`src/rtl/jelly_bean_taster.sv`:
```
// Jelly-bean taster: samples one bean per cycle and returns a registered verdict
// one cycle later. It tracks same-flavour streaks (palate fatigue) and keeps
// saturating yummy/yucky statistics.
module jelly_bean_taster #(
  parameter int FATIGUE_LEN = 4,   // streak length that turns the verdict YUCKY, 2..15
  parameter int CNT_W       = 16   // width of each statistics counter
) (
  input  logic             clk,
  input  logic             rst_n,
  input  logic [2:0]       flavor,
  input  logic [1:0]       color,
  input  logic             sugar_free,
  input  logic             sour,
  input  logic             stats_clr,
  output logic [1:0]       taste,
  output logic [CNT_W-1:0] yummy_cnt,
  output logic [CNT_W-1:0] yucky_cnt,
  output logic             fatigued
);

  typedef enum logic [1:0] {
    IDLE  = 2'd0,
    FRESH = 2'd1,
    TIRED = 2'd2
  } state_t;

  typedef enum logic [1:0] {
    UNKNOWN = 2'd0,
    YUMMY   = 2'd1,
    YUCKY   = 2'd2
  } taste_t;

  localparam logic [2:0] CHOCOLATE = 3'd4;
  localparam logic [3:0] FAT_LEN   = 4'(FATIGUE_LEN);

  state_t           state_q, state_d;
  taste_t           taste_q, verdict;
  logic [3:0]       streak_q, streak_d;
  logic [2:0]       last_q, last_d;
  logic [CNT_W-1:0] yummy_q, yummy_d;
  logic [CNT_W-1:0] yucky_q, yucky_d;
  logic             bean;
  logic             same_flavor;

  // Colour is informational only; it never reaches the verdict.
  logic unused_color;
  assign unused_color = ^color;

  // State register for the palate FSM.
  // NOTE: sequential state always uses non-blocking (<=) so every flop samples
  // the pre-edge values of its neighbours; blocking here would create races.
  always_ff @(posedge clk) begin
    if (!rst_n) state_q <= IDLE;
    else        state_q <= state_d;
  end

  // Streak update, verdict, next state and counter next values.
  // NOTE: every signal written here gets a default first, so no path through
  // the ifs/case leaves one unassigned and no latch is inferred.
  always_comb begin
    bean        = (flavor != 3'd0) && (flavor <= CHOCOLATE);
    same_flavor = (flavor == last_q);
    streak_d    = streak_q;
    last_d      = last_q;
    verdict     = UNKNOWN;
    state_d     = state_q;
    yummy_d     = yummy_q;
    yucky_d     = yucky_q;

    if (bean) begin
      // Streak saturates at FATIGUE_LEN; a new flavour restarts it at 1.
      if (same_flavor) begin
        streak_d = (streak_q >= FAT_LEN) ? FAT_LEN : streak_q + 4'd1;
      end else begin
        streak_d = 4'd1;
        last_d   = flavor;
      end

      if (flavor == CHOCOLATE && sour)  verdict = YUCKY;
      else if (sugar_free && sour)      verdict = YUCKY;
      else if (streak_d >= FAT_LEN)     verdict = YUCKY;
      else                              verdict = YUMMY;

      case (state_q)
        IDLE:    state_d = (streak_d >= FAT_LEN) ? TIRED : FRESH;
        FRESH:   if (streak_d >= FAT_LEN) state_d = TIRED;
        TIRED:   if (!same_flavor) state_d = FRESH;
        default: state_d = IDLE;
      endcase

      if (verdict == YUMMY && yummy_q != '1) yummy_d = yummy_q + 1'b1;
      if (verdict == YUCKY && yucky_q != '1) yucky_d = yucky_q + 1'b1;
    end

    // Clearing wins over a same-cycle increment: that bean is not counted.
    if (stats_clr) begin
      yummy_d = '0;
      yucky_d = '0;
    end
  end

  // Datapath registers: verdict, streak tracking and statistics.
  always_ff @(posedge clk) begin
    if (!rst_n) begin
      taste_q  <= UNKNOWN;
      streak_q <= 4'd0;
      last_q   <= 3'd0;
      yummy_q  <= '0;
      yucky_q  <= '0;
    end else begin
      taste_q  <= verdict;
      streak_q <= streak_d;
      last_q   <= last_d;
      yummy_q  <= yummy_d;
      yucky_q  <= yucky_d;
    end
  end

  assign taste     = taste_q;
  assign yummy_cnt = yummy_q;
  assign yucky_cnt = yucky_q;
  assign fatigued  = (state_q == TIRED);

endmodule

```
`config.mk`:
```
export PLATFORM = sky130hd
export DESIGN_NAME = jelly_bean_taster
export DESIGN_NICKNAME = d
export VERILOG_FILES = /design/src/rtl/jelly_bean_taster.sv
export SDC_FILE = /design/constraint.sdc
export NUM_CORES = 1
export LEC_CHECK = 0
export CELL_PAD_IN_SITES_DETAIL_PLACEMENT = 1
export CELL_PAD_IN_SITES_GLOBAL_PLACEMENT = 2
export CORE_MARGIN = 1.5
export CORE_UTILIZATION = 30
export CTS_CLUSTER_SIZE = 14
export DETAILED_ROUTE_END_ITERATION = 12
export PLACE_DENSITY = 0.9
export SLEW_MARGIN = 20
export SYNTH_ARGS = -nofsm -noshare
export SYNTH_HDL_FRONTEND = slang
export SYNTH_SLANG_ARGS = --single-unit
```
`constraint.sdc`:
```
create_clock -name clk -period 2.6 [get_ports clk]
set_clock_uncertainty 0.15 [all_clocks]
set_input_delay 0.52 -clock clk [delete_from_list [all_inputs] [get_ports clk]]
set_output_delay 0.52 -clock clk [all_outputs]
set_load 0.005 [all_outputs]
```
==> results.sh <==
export IMPL_async_flop_share_pct=0
export IMPL_grt_pass1_vias=2070
export IMPL_final_hold_viol_count=0
export IMPL_cts_htree_levels=2
export IMPL_yosysMostFrequentCell="dfxtp_1"
export IMPL_worstPathRequired_ps=2680
export IMPL_grt_pass1_wl_mm=9.75
export IMPL_period_share_pct=97.2
export IMPL_die_width_um=87.1
export IMPL_netlist_area_um2=2120
export IMPL_initial_core_util_pct=31.2
export IMPL_busiest_layer="met2"
export IMPL_seqPwrFrac_pct=49.6
export IMPL_grt_use_met1_pct=21.1
export IMPL_diodes=0
export IMPL_via_count=2062
export IMPL_p_switching_uw=319
export IMPL_tightest_slew_ps=402
export IMPL_syn_avg_cell_area_um2=8.55
export IMPL_grt_start_max_net_pins=14
export IMPL_fmax_ghz=0.396
export IMPL_yosys_area_top_type="dfxtp_1"
export IMPL_placed_cell_area_um2=2810
export IMPL_synthCells=248
export IMPL_synth_edf_count=0
export IMPL_drc=0
export IMPL_yosys_top_cells_area="dfxtp_1, nor2_1, xnor2_1, nand3_1, nand2_1"
export IMPL_core_region_area_um2=6790
export IMPL_placed_cells=401
export IMPL_cp_start_kind="primary input"
export IMPL_ff2ff_setup_slack_ps=400
export IMPL_antenna_left=0
export IMPL_crit_chain="clkdlybuf4s50_1 -> buf_4 -> xor2_2 -> o41a_1 -> a211o_2 -> or4_1 -> a21oi_1"
export IMPL_worstPathBufferInverterCount=2
export IMPL_slew_headroom_pct=73.0
export IMPL_cts_root_buf="clkbuf_8"
export IMPL_antenna_found_initial=0
export IMPL_use_met3_pct=3.22
export IMPL_cap_violations=0
export IMPL_nets=327
export IMPL_dp_final_hpwl_mm=4.22
export IMPL_use_met2_pct=25.9
export IMPL_drtIter0Drc=58
export IMPL_gp_congestion=0.799
export IMPL_hp_start="yummy_cnt[15]$_SDFFE_PP0P_"
export IMPL_cp_slowest_stage_delay_ps=430
export IMPL_clock_sinks=43
export IMPL_pwr_share_clk_pct=40.2
export IMPL_cp_top_family="compound AO/OA/AOI/OAI gates"
export IMPL_cts_tree="built"
export IMPL_pre_cts_ws_ps=-342
export IMPL_crit_start="flavor[1]"
export IMPL_finalNonFillerCells=410
export IMPL_synthTopCellsByCount="dfxtp_1, nor2_1, nand2_1"
export IMPL_p_int_mw=1.05
export IMPL_slew_viol_final=0
export IMPL_p_per_area_nw_per_um2=464
export IMPL_grt_overflow_total=0
export IMPL_ys_ff_latch=43
export IMPL_p_total_mw=1.37
export IMPL_die_y_um=87.1
export IMPL_die_area_um2=7580
export IMPL_syn_to_final_growth_pct=38.9
export IMPL_yosys_warnings=0
export IMPL_seq_area_frac_synth_pct=40.6
export IMPL_pin_count=45
export IMPL_synthesis_nets=262
export IMPL_cp_max_fo=11
export IMPL_row_count=30
export IMPL_hold_path_class="reg2reg"
export IMPL_slowest_stage="clkdlybuf4s50_1"
export IMPL_layout_setup_ws_ps=73.3
export IMPL_synth_ff_type="dfxtp_1"
export IMPL_insertion_delay_ps=290
export IMPL_swShare_pct=23.3
export IMPL_clockBufferDepth=2
export IMPL_cts_buffers=5
export IMPL_rsz0062_at_grt="false"
export IMPL_postCtsHoldBufs=0
export IMPL_cp_arrival_ps=2600
export IMPL_pwr_share_comb_pct=10.2
export IMPL_r2r_start="streak_q[0]$_SDFFE_PN0P_"
export IMPL_track_usage_pct=15.9
export IMPL_via_per_inst=5.03
export IMPL_port_buffers=42
export IMPL_synth_cell_types=40
export IMPL_synth_top_cell_area_share_pct=40.6
export IMPL_fin_area_um2=2940
export IMPL_drive_gt1_share_pct=13.7
export IMPL_critPathKind="in2reg"
export IMPL_clk_pin_slew_ps=80
export IMPL_post_drt_wl_per_cell_um=13.9
export IMPL_ir_drop_v=0.000200
export IMPL_outcome="completed"
export IMPL_finalSetupViolCount=0
export IMPL_finalCriticalPeriod_ps=2530
export IMPL_p_leak_nw=1.03
export IMPL_firstDrtPassIters=4
export IMPL_routed_wl_mm=5.69
export IMPL_endpoint_kind="register"
-- area by class of cell --
cell class	instances	area [um^2]
Fill cell	821	3850
Multi-Input combinational cell	190	1210
Inverter	5	18.8
Clock inverter	2	35.0
Timing Repair Buffer	68	616
Clock buffer	6	82.6
Sequential cell	43	861
Tap cell	96	120
-- state kept, by name, indices dropped and copies added (netlist names) --
| register | count |
|---|---|
| yummy_cnt | 16 |
| taste | 2 |
| state_q | 2 |
| last_q | 3 |
| yucky_cnt | 16 |
| streak_q | 4 |
-- routing by layer --
metal / part of all wire (%) / wire [um] / vias to the layer above
li1: - / - / 1030
met5: 0 / 0 / -
met1: 50 / 2840 / 991
met3: 2.9 / 167 / 6
met4: 1.2 / 70 / 0
met2: 46 / 2620 / 35
-- placed cells by master (no fill, tap or decap), types with 7 or more instances in the layout --
cell | synthesis | routed
nor2_1 | 29 | 29
dfxtp_1 | 43 | 43
xnor2_1 | 12 | 12
clkdlybuf4s50_1 | 0 | 42
mux2i_1 | 7 | 7
nand2_1 | 19 | 19
nor3_1 | 9 | 9
o21ai_0 | 9 | 8
nand4_1 | 8 | 8
a21oi_1 | 11 | 11
nor4_1 | 9 | 9
nand3_1 | 15 | 15
buf_4 | 1 | 26
-- cells by family (layout without fill, tap and decap cells) --
group | count (synthesis) | after routing | synth area share (%)
AO/OA/AOI/OAI | 37 | 37 | 11.6
XOR/XNOR | 18 | 18 | 7.79
adder cells (fa/ha/maj) | 4 | 4 | 2.36
buffers and inverters | 15 | 81 | 3.25
flip-flops | 43 | 43 | 40.6
multiplexers | 7 | 7 | 3.31
AND/OR/NAND/NOR | 124 | 124 | 31.1
-- power groups by stage --
stage	clock network (mW)	registers, mW	logic [mW]
detailed placement	0	0.693	0.138
CTS	0.567	0.678	0.139
global route	0.590	0.679	0.154
finish	0.548	0.678	0.139
floorplan	0	0.692	0.0695
global placement	0	0.693	0.134
-- metrics by stage --
| step | util (%) | hold slack [ps] | setup TNS (ps) |
|---|---|---|---|
| after detailed placement | 41.3 | 344 | -6590 |
| after CTS | 43.0 | 361 | 0 |
| final | 43.3 | 355 | 0 |
| after floorplan | - | 323 | 0 |
| after global placement | 41.3 | 327 | -5730 |
| after global routing | 43.3 | 394 | 0 |
-- worst min-delay path, stage by stage (launching register included) --
cell,delay [ps]
dfxtp_1,340
nand2_1,60
mux2i_1,60
-- final timing paths --
check | cells past startpoint | end
worst min register to register | 2 | yummy_cnt[15]$_SDFFE_PP0P_
worst max-delay path | 7 | yucky_cnt[7]$_SDFFE_PP0P_
worst min-delay path | 2 | yummy_cnt[15]$_SDFFE_PP0P_
worst max register to register | 6 | yummy_cnt[8]$_SDFFE_PP0P_
-- timing repair --
action | CTS | global route
setup endpoints to repair | 6 | 8
setup buffers | 0 | 1
gates resized for setup | 1 | 3
gates cloned | 0 | 0
Power figures use the tool's default switching activity.
